<file path="config.mk">
export PLATFORM = sky130hd
export DESIGN_NAME = uart_rx_tx_cfg_flat
export DESIGN_NICKNAME = d
export VERILOG_FILES = /design/src/rtl/uart_rx_tx_cfg_if.sv /design/src/rtl/uart_rx_tx_cfg.sv /design/src/flat_wrapper.sv
export SDC_FILE = /design/constraint.sdc
export NUM_CORES = 1
export LEC_CHECK = 0
export ABC_AREA = 1
export CAP_MARGIN = 20
export CORE_MARGIN = 4
export CORE_UTILIZATION = 48
export DETAILED_ROUTE_END_ITERATION = 10
export HOLD_SLACK_MARGIN = 0.02
export PLACE_DENSITY = 0.73
export REMOVE_ABC_BUFFERS = 1
export SLEW_MARGIN = 0
export SYNTH_ARGS = -nofsm -noshare
export SYNTH_HDL_FRONTEND = slang
export SYNTH_SLANG_ARGS = --single-unit
export TNS_END_PERCENT = 5
</file>
<file path="constraint.sdc">
create_clock -name clk_10ns -period 3.15 [get_ports clk_10ns]
set_input_delay 0.63 -clock clk_10ns [delete_from_list [all_inputs] [get_ports clk_10ns]]
set_output_delay 0.63 -clock clk_10ns [all_outputs]
set_load 0.02 [all_outputs]
</file>
<file path="src/rtl/uart_rx_tx_cfg_if.sv">
// Host-side bundle for uart_rx_tx_cfg: TX push port, RX valid/ready port and RX error flags.
// The UART itself is the slave; the host/wrapper logic is the master.
interface uart_rx_tx_cfg_if #(
  parameter int DATA_BITS = 8
);
  logic [DATA_BITS-1:0] uart_tx_data;
  logic                 uart_tx_valid;
  logic                 uart_tx_ready;
  logic                 uart_tx_busy;
  logic [DATA_BITS-1:0] uart_received_data;
  logic                 uart_rx_valid;
  logic                 uart_rx_ready;
  logic                 uart_rx_parity_err;
  logic                 uart_rx_frame_err;
  logic                 uart_rx_overrun;
  logic                 err_clear;

  modport master (
    output uart_tx_data, uart_tx_valid, uart_rx_ready, err_clear,
    input  uart_tx_ready, uart_tx_busy, uart_received_data, uart_rx_valid,
           uart_rx_parity_err, uart_rx_frame_err, uart_rx_overrun
  );

  modport slave (
    input  uart_tx_data, uart_tx_valid, uart_rx_ready, err_clear,
    output uart_tx_ready, uart_tx_busy, uart_received_data, uart_rx_valid,
           uart_rx_parity_err, uart_rx_frame_err, uart_rx_overrun
  );
endinterface

</file>
<file path="src/rtl/uart_rx_tx_cfg.sv">
// Full-duplex UART with configurable data width, parity and stop bits.
// TX is fed from a small FIFO; RX presents words on a valid/ready port with error flags.
module uart_rx_tx_cfg #(
  parameter logic [27:0] CLOCK_FREQ    = 28'd100000000,
  parameter logic [23:0] BAUD_RATE     = 24'd9600,
  parameter int          DATA_BITS     = 8,
  parameter int          PARITY        = 0,
  parameter int          STOP_BITS     = 1,
  parameter int          TX_FIFO_DEPTH = 4
) (
  input  logic            clk_10ns,
  input  logic            uart_reset,
  uart_rx_tx_cfg_if.slave host,
  output logic            uart_tx_d_out,
  input  logic            uart_rx_d_in
);

  localparam int CLKS_PER_BIT = int'(CLOCK_FREQ) / int'(BAUD_RATE);
  localparam int CW = $clog2(2 * CLKS_PER_BIT) + 1;
  localparam int BW = $clog2(DATA_BITS) + 1;
  localparam int PW = $clog2(TX_FIFO_DEPTH);

  localparam logic [CW-1:0] BIT_LAST  = CW'(CLKS_PER_BIT - 1);
  localparam logic [CW-1:0] HALF_LAST = CW'(CLKS_PER_BIT / 2 - 1);
  localparam logic [CW-1:0] STOP_LAST = CW'(STOP_BITS * CLKS_PER_BIT - 1);
  localparam logic [BW-1:0] DATA_LAST = BW'(DATA_BITS - 1);
  localparam logic [PW:0]   FIFO_FULL = (PW + 1)'(TX_FIFO_DEPTH);

  // ---------------- TX FIFO ----------------
  logic [DATA_BITS-1:0] fifo_mem [TX_FIFO_DEPTH];
  logic [PW-1:0]        wr_ptr_reg, rd_ptr_reg;
  logic [PW:0]          count_reg, count_next;
  logic                 tx_ready_reg;
  logic                 push, pop, fifo_empty;
  logic [DATA_BITS-1:0] fifo_rd_data;

  assign fifo_empty   = (count_reg == '0);
  assign push         = host.uart_tx_valid && tx_ready_reg;
  assign fifo_rd_data = fifo_mem[rd_ptr_reg];

  always_comb begin
    count_next = count_reg;
    if (push && !pop)
      count_next = count_reg + (PW + 1)'(1);
    else if (!push && pop)
      count_next = count_reg - (PW + 1)'(1);
  end

  always_ff @(posedge clk_10ns) begin
    if (push)
      fifo_mem[wr_ptr_reg] <= host.uart_tx_data;
  end

  always_ff @(posedge clk_10ns) begin
    if (uart_reset) begin
      wr_ptr_reg   <= '0;
      rd_ptr_reg   <= '0;
      count_reg    <= '0;
      tx_ready_reg <= 1'b1;
    end else begin
      if (push)
        wr_ptr_reg <= wr_ptr_reg + PW'(1);
      if (pop)
        rd_ptr_reg <= rd_ptr_reg + PW'(1);
      count_reg    <= count_next;
      tx_ready_reg <= (count_next != FIFO_FULL);
    end
  end

  // ---------------- TX FSM ----------------
  typedef enum logic [2:0] {TX_IDLE, TX_START, TX_DATA, TX_PARITY, TX_STOP} tx_state_t;
  tx_state_t            tx_state_reg, tx_state_next;
  logic [CW-1:0]        tx_cnt_reg;
  logic [BW-1:0]        tx_bit_reg;
  logic [DATA_BITS-1:0] tx_shift_reg;
  logic                 tx_par_reg;
  logic                 tx_line;
  logic                 tx_bit_end, tx_stop_end;

  assign tx_bit_end  = (tx_cnt_reg == BIT_LAST);
  assign tx_stop_end = (tx_cnt_reg == STOP_LAST);

  always_ff @(posedge clk_10ns) begin
    if (uart_reset)
      tx_state_reg <= TX_IDLE;
    else
      tx_state_reg <= tx_state_next;
  end

  always_comb begin
    tx_state_next = tx_state_reg;
    unique case (tx_state_reg)
      TX_IDLE:   if (!fifo_empty) tx_state_next = TX_START;
      TX_START:  if (tx_bit_end) tx_state_next = TX_DATA;
      TX_DATA:   if (tx_bit_end && tx_bit_reg == DATA_LAST)
                   tx_state_next = (PARITY != 0) ? TX_PARITY : TX_STOP;
      TX_PARITY: if (tx_bit_end) tx_state_next = TX_STOP;
      TX_STOP:   if (tx_stop_end) tx_state_next = fifo_empty ? TX_IDLE : TX_START;
      default:   tx_state_next = TX_IDLE;
    endcase
  end

  // A pop always coincides with entering START, from IDLE or straight out of STOP.
  always_comb begin
    pop     = 1'b0;
    tx_line = 1'b1;
    unique case (tx_state_reg)
      TX_IDLE:   pop = !fifo_empty;
      TX_START:  tx_line = 1'b0;
      TX_DATA:   tx_line = tx_shift_reg[0];
      TX_PARITY: tx_line = tx_par_reg;
      TX_STOP:   pop = tx_stop_end && !fifo_empty;
      default:   tx_line = 1'b1;
    endcase
  end

  always_ff @(posedge clk_10ns) begin
    if (uart_reset) begin
      tx_cnt_reg   <= '0;
      tx_bit_reg   <= '0;
      tx_shift_reg <= '0;
      tx_par_reg   <= 1'b0;
    end else begin
      if (tx_state_next != tx_state_reg || (tx_state_reg == TX_DATA && tx_bit_end))
        tx_cnt_reg <= '0;
      else if (tx_state_reg != TX_IDLE)
        tx_cnt_reg <= tx_cnt_reg + CW'(1);

      if (pop) begin
        tx_shift_reg <= fifo_rd_data;
        tx_par_reg   <= (PARITY == 2) ? ^fifo_rd_data : ~^fifo_rd_data;
        tx_bit_reg   <= '0;
      end else if (tx_state_reg == TX_DATA && tx_bit_end) begin
        tx_shift_reg <= tx_shift_reg >> 1;
        tx_bit_reg   <= tx_bit_reg + BW'(1);
      end
    end
  end

  assign uart_tx_d_out      = tx_line;
  assign host.uart_tx_ready = tx_ready_reg;
  assign host.uart_tx_busy  = (tx_state_reg != TX_IDLE) || !fifo_empty;

  // ---------------- RX path ----------------
  typedef enum logic [2:0] {RX_IDLE, RX_START, RX_DATA, RX_PARITY, RX_STOP, RX_WAIT_HIGH} rx_state_t;
  rx_state_t            rx_state_reg, rx_state_next;
  logic                 rx_meta_reg, rx_sync_reg;
  logic [CW-1:0]        rx_cnt_reg;
  logic [BW-1:0]        rx_bit_reg;
  logic [DATA_BITS-1:0] rx_shift_reg;
  logic                 rx_par_bit_reg;
  logic [DATA_BITS-1:0] rx_data_reg;
  logic                 rx_valid_reg, rx_perr_reg, rx_ferr_reg, rx_overrun_reg;
  logic                 rx_bit_end, rx_half_end;
  logic                 rx_shift_en, rx_par_en, rx_stop_sample;
  logic                 rx_load, rx_overrun_set;
  logic                 rx_exp_par, rx_perr_new;

  assign rx_bit_end  = (rx_cnt_reg == BIT_LAST);
  assign rx_half_end = (rx_cnt_reg == HALF_LAST);

  always_ff @(posedge clk_10ns) begin
    if (uart_reset)
      rx_state_reg <= RX_IDLE;
    else
      rx_state_reg <= rx_state_next;
  end

  always_comb begin
    rx_state_next = rx_state_reg;
    unique case (rx_state_reg)
      RX_IDLE:      if (!rx_sync_reg) rx_state_next = RX_START;
      RX_START:     if (rx_half_end) rx_state_next = rx_sync_reg ? RX_IDLE : RX_DATA;
      RX_DATA:      if (rx_bit_end && rx_bit_reg == DATA_LAST)
                      rx_state_next = (PARITY != 0) ? RX_PARITY : RX_STOP;
      RX_PARITY:    if (rx_bit_end) rx_state_next = RX_STOP;
      RX_STOP:      if (rx_bit_end) rx_state_next = rx_sync_reg ? RX_IDLE : RX_WAIT_HIGH;
      RX_WAIT_HIGH: if (rx_sync_reg) rx_state_next = RX_IDLE;
      default:      rx_state_next = RX_IDLE;
    endcase
  end

  always_comb begin
    rx_shift_en    = (rx_state_reg == RX_DATA)   && rx_bit_end;
    rx_par_en      = (rx_state_reg == RX_PARITY) && rx_bit_end;
    rx_stop_sample = (rx_state_reg == RX_STOP)   && rx_bit_end;
    rx_load        = rx_stop_sample && (!rx_valid_reg || host.uart_rx_ready);
    rx_overrun_set = rx_stop_sample && rx_valid_reg && !host.uart_rx_ready;
  end

  assign rx_exp_par  = (PARITY == 2) ? ^rx_shift_reg : ~^rx_shift_reg;
  assign rx_perr_new = (PARITY != 0) && (rx_par_bit_reg != rx_exp_par);

  always_ff @(posedge clk_10ns) begin
    if (uart_reset) begin
      rx_meta_reg    <= 1'b1;
      rx_sync_reg    <= 1'b1;
      rx_cnt_reg     <= '0;
      rx_bit_reg     <= '0;
      rx_shift_reg   <= '0;
      rx_par_bit_reg <= 1'b0;
      rx_data_reg    <= '0;
      rx_valid_reg   <= 1'b0;
      rx_perr_reg    <= 1'b0;
      rx_ferr_reg    <= 1'b0;
      rx_overrun_reg <= 1'b0;
    end else begin
      rx_meta_reg <= uart_rx_d_in;
      rx_sync_reg <= rx_meta_reg;

      if (rx_state_next != rx_state_reg || rx_shift_en)
        rx_cnt_reg <= '0;
      else if (rx_state_reg != RX_IDLE && rx_state_reg != RX_WAIT_HIGH)
        rx_cnt_reg <= rx_cnt_reg + CW'(1);

      if (rx_state_reg == RX_IDLE)
        rx_bit_reg <= '0;
      else if (rx_shift_en) begin
        rx_shift_reg <= {rx_sync_reg, rx_shift_reg[DATA_BITS-1:1]};
        rx_bit_reg   <= rx_bit_reg + BW'(1);
      end

      if (rx_par_en)
        rx_par_bit_reg <= rx_sync_reg;

      // A full holding register keeps its word and flags; the new frame only marks overrun.
      if (rx_load) begin
        rx_data_reg  <= rx_shift_reg;
        rx_perr_reg  <= rx_perr_new;
        rx_ferr_reg  <= !rx_sync_reg;
        rx_valid_reg <= 1'b1;
      end else if (rx_valid_reg && host.uart_rx_ready) begin
        rx_valid_reg <= 1'b0;
      end

      if (rx_overrun_set)
        rx_overrun_reg <= 1'b1;
      else if (host.err_clear)
        rx_overrun_reg <= 1'b0;
    end
  end

  assign host.uart_received_data = rx_data_reg;
  assign host.uart_rx_valid      = rx_valid_reg;
  assign host.uart_rx_parity_err = rx_perr_reg;
  assign host.uart_rx_frame_err  = rx_ferr_reg;
  assign host.uart_rx_overrun    = rx_overrun_reg;

endmodule

</file>
<file path="src/flat_wrapper.sv">
// flat-port wrapper written by rule: the top's interface ports become plain ports
module uart_rx_tx_cfg_flat 
#(
  parameter logic [27:0] CLOCK_FREQ    = 28'd100000000,
  parameter logic [23:0] BAUD_RATE     = 24'd9600,
  parameter int          DATA_BITS     = 8,
  parameter int          PARITY        = 0,
  parameter int          STOP_BITS     = 1,
  parameter int          TX_FIFO_DEPTH = 4
)
  (clk_10ns, uart_reset, uart_tx_d_out, uart_rx_d_in, host_uart_tx_data, host_uart_tx_valid, host_uart_rx_ready, host_err_clear, host_uart_tx_ready, host_uart_tx_busy, host_uart_received_data, host_uart_rx_valid, host_uart_rx_parity_err, host_uart_rx_frame_err, host_uart_rx_overrun);
  uart_rx_tx_cfg_if #(.DATA_BITS(DATA_BITS)) host_i ();
  input  logic clk_10ns;
  input  logic uart_reset;
  output logic uart_tx_d_out;
  input  logic uart_rx_d_in;
  input wire logic [$bits(host_i.uart_tx_data)-1:0] host_uart_tx_data;
  input wire logic [$bits(host_i.uart_tx_valid)-1:0] host_uart_tx_valid;
  input wire logic [$bits(host_i.uart_rx_ready)-1:0] host_uart_rx_ready;
  input wire logic [$bits(host_i.err_clear)-1:0] host_err_clear;
  output wire logic [$bits(host_i.uart_tx_ready)-1:0] host_uart_tx_ready;
  output wire logic [$bits(host_i.uart_tx_busy)-1:0] host_uart_tx_busy;
  output wire logic [$bits(host_i.uart_received_data)-1:0] host_uart_received_data;
  output wire logic [$bits(host_i.uart_rx_valid)-1:0] host_uart_rx_valid;
  output wire logic [$bits(host_i.uart_rx_parity_err)-1:0] host_uart_rx_parity_err;
  output wire logic [$bits(host_i.uart_rx_frame_err)-1:0] host_uart_rx_frame_err;
  output wire logic [$bits(host_i.uart_rx_overrun)-1:0] host_uart_rx_overrun;
  assign host_i.uart_tx_data = host_uart_tx_data;
  assign host_i.uart_tx_valid = host_uart_tx_valid;
  assign host_i.uart_rx_ready = host_uart_rx_ready;
  assign host_i.err_clear = host_err_clear;
  assign host_uart_tx_ready = host_i.uart_tx_ready;
  assign host_uart_tx_busy = host_i.uart_tx_busy;
  assign host_uart_received_data = host_i.uart_received_data;
  assign host_uart_rx_valid = host_i.uart_rx_valid;
  assign host_uart_rx_parity_err = host_i.uart_rx_parity_err;
  assign host_uart_rx_frame_err = host_i.uart_rx_frame_err;
  assign host_uart_rx_overrun = host_i.uart_rx_overrun;
  uart_rx_tx_cfg #(.CLOCK_FREQ(CLOCK_FREQ), .BAUD_RATE(BAUD_RATE), .DATA_BITS(DATA_BITS), .PARITY(PARITY), .STOP_BITS(STOP_BITS), .TX_FIFO_DEPTH(TX_FIFO_DEPTH)) u_core (.clk_10ns(clk_10ns), .uart_reset(uart_reset), .host(host_i), .uart_tx_d_out(uart_tx_d_out), .uart_rx_d_in(uart_rx_d_in));
endmodule
</file>
==> impl_metrics.tcl <==
set metrics [dict create \
    power_frac_seq_pct 37.0 \
    post_layout_nonfiller_instances 956 \
    ctsRootBufferMaster "clkbuf_16" \
    post_synth_edffs 32 \
    gp_routability_congestion 0.9632 \
    drt_iter0_markers 286 \
    firstDrtPassIters 7 \
    setup-tns-final_ps 0 \
    multi_input_comb_area_sq_um 2688 \
    seqCellArea_sq_um 2683 \
    hp-class "register to register" \
    max_clock_freq_ghz 0.3698 \
    rsz0062_at_grt "false" \
    post_synth_instance_area_sq_um 5813 \
    synth_top_cell_by_area "dfxtp_1" \
    endpoint_kind "output port" \
    ant_nets 0 \
    final-max-slew-violation-count 0 \
    power_frac_comb_pct 25.1 \
    status "finished, final reports clean" \
    routed_wl_um 11840 \
    timing.final.crit_share_pct 85.84 \
    die_w_um 118.1 \
    synthesis.instances 765 \
    ys_dominant_reg_cell "dfxtp_1" \
    clk_path_buf_depth 2 \
    ctsHtreeMaxLevel 4 \
    wl_per_cell_um 12.39 \
    number_of_clock_sinks 118 \
    grt_pass1_vias 4572 \
    tritoncts.num_buffers 17 \
    net-switching-power_mw 1.631 \
    tritoncts_clock_tree "done" \
    synth.yosys.seq_area_share_pct 46.15 \
    synth-warning-count 0 \
    fillCellCount 1034 \
    final_util_pct 58.41 \
    grt_remaining_overflow 0 \
    postSynth.asyncResetShare_pct 0 \
    viasPerCell 5.018 \
    area_growth_syn_to_layout_pct 16.70 \
    crit_path_start_kind "register" \
    hpwlAfterDp_um 8540 \
    power.share.clock_pct 37.9 \
    clock_network_latency_to_the_later_pin_of_the_worst_skew_pair_ps 410 \
    p_int_mw 3.295 \
    post_synth_num_cell_types 40 \
    cap_violations 0 \
    placed_cells 924 \
    critical_path_class "register to output port" \
    power.density_cell_area_nw_per_um2 726.1 \
    avgSynthCellArea_sq_um 7.599 \
    design.die.area_sq_um 13940 \
    power_leakage_nw 2.717 \
    timing.critical_path.required_ps 2520 \
    synth.area.top_cells "dfxtp_1 30%, edfxtp_1 17%, nand2_1 13%" \
    core_region_area_sq_um 11610 \
    fp.dieH_um 118.1 \
    most_frequent_cell_after_synthesis "nand2_1" \
    worst-path-max-fanout 9 \
    largest_register_ffs 32 \
    maximum_vdd_ir_drop_mv 0.4665 \
    grt_pass1_wl_um 19910 \
    io_pins 29 \
    tightestPinTransition_ps 626.4 \
    share_of_layout_cells_above_drive_strength_1_pct 8.487 \
    num_antenna_cells 0 \
    cts.clk_slew.worst_paths_ps 60 \
    finalSetupViolations 0 \
    power.share.switching_pct 33.10 \
    antenna_found_initial 0 \
    yosys_top_cell_area_share_pct 29.62 \
    yosys-top-cells-count "209 x nand2_1, 101 x nor2_1, 90 x inv_1" \
    max-slew-margin-rel_pct 58.09 \
    post_cts_buffers 0 \
    gr-usage-all-layers_pct 17.27 \
    floorplan.rows 39 \
    layout_min_cycle_time_ps 2704 \
    timing.clock.skew_ps 6.340 \
    quantity_of_i_o_buffers_inserted_on_ports 27 \
    via_count 4797 \
    layout.nets 825 \
    post_cts.resized_instances 0 \
    postSynthRegisterBits 118 \
    initial_core_util_pct 50.05 \
    final-hold-violation-count 0 \
    largest_net_degree_at_the_start_of_global_routing 30 \
    route.detailed.drc 0 \
    cp_data_arrival_time_ps 2070 \
    ctsHoldBuffers 0 \
]
per-layer routing:
layer / GRT usage, % / share of wire [%]
met1: 21.05 / 45
met2: 28.82 / 49
met3: 4.998 / 4.4
met4: 6.740 / 1.5
met5: 0 / 0
layout make-up:
cell class                      count  share of cell area [%]
Sequential cell                   118                   39.54
Multi-Input combinational cell    538                   39.62
Inverter                           94                   5.201
Clock buffer                       17                   6.271
Tap cell                          143                   2.637
Clock inverter                     15                   2.305
Timing Repair Buffer               31                   4.426
logic make-up after synthesis:
family	share of synthesized area (%)
AOI/OAI and AO/OA	6.135
xor gates and xnor gates	3.917
adders and majority gates	2.368
buffers and inverters	7.619
DFF	46.15
muxes	0.3444
other	0.06451
and+or+nand+nor	33.40
power by group through the flow:
stage	Clock [mW]	Sequential [mW]	Combinational [mW]
2_1_floorplan	0	1.85	0.908
3_3_place_gp	0	1.84	1.19
3_5_place_dp	0	1.85	1.24
4_1_cts	1.90	1.82	1.24
5_1_grt	1.97	1.84	1.41
6_report	1.87	1.82	1.24
final timing paths:
| path | cells past startpoint | slack (ps) | startpoint | endpoint |
|---|---|---|---|---|
| min reg2reg | 1 | 410 | u_core.rx_meta_reg | u_core.rx_sync_reg |
| max | 5 | 450 | u_core.tx_state_reg[1] | host_uart_tx_busy |
| min | 1 | 410 | u_core.rx_meta_reg | u_core.rx_sync_reg |
| max reg2reg | 8 | 1070 | u_core.tx_state_reg[0] | u_core.tx_shift_reg[5] |
per-stage QoR:
step | worst slack (ps) | area (sq um) | hold WS (ps) | total power [mW]
global route | 327.1 | 6784 | 440.5 | 5.226
CTS | 454.9 | 6784 | 416.5 | 4.966
detailed placement | 822.0 | 6202 | 404.5 | 3.086
floorplan | 1009 | 5723 | 389.5 | 2.757
finish | 445.9 | 6784 | 411.2 | 4.926
global placement | 917.8 | 6202 | 392.4 | 3.031
critical path, cell delays in order (launching register included):
cell,delay [ps]
dfxtp_1,360
nor2_1,290
nand2_2,200
inv_1,140
nand3_1,110
clkdlybuf4s50_1,550
placed cells by master (no fill, tap or decap), types with 8 or more instances in the layout:
cell             instances
a31oi_1                  8
edfxtp_1                32
xor2_1                  23
dfxtp_1                 86
ha_1                    11
nor3_1                  13
nor2_4                  13
nand3_1                 61
nand2_1                209
clkbuf_16               17
nor2_1                 101
clkdlybuf4s50_1         27
inv_1                   90
a21oi_1                 30
nand4_1                 11
o21ai_0                 20
Note: power is estimated with default switching activity, not from simulation.
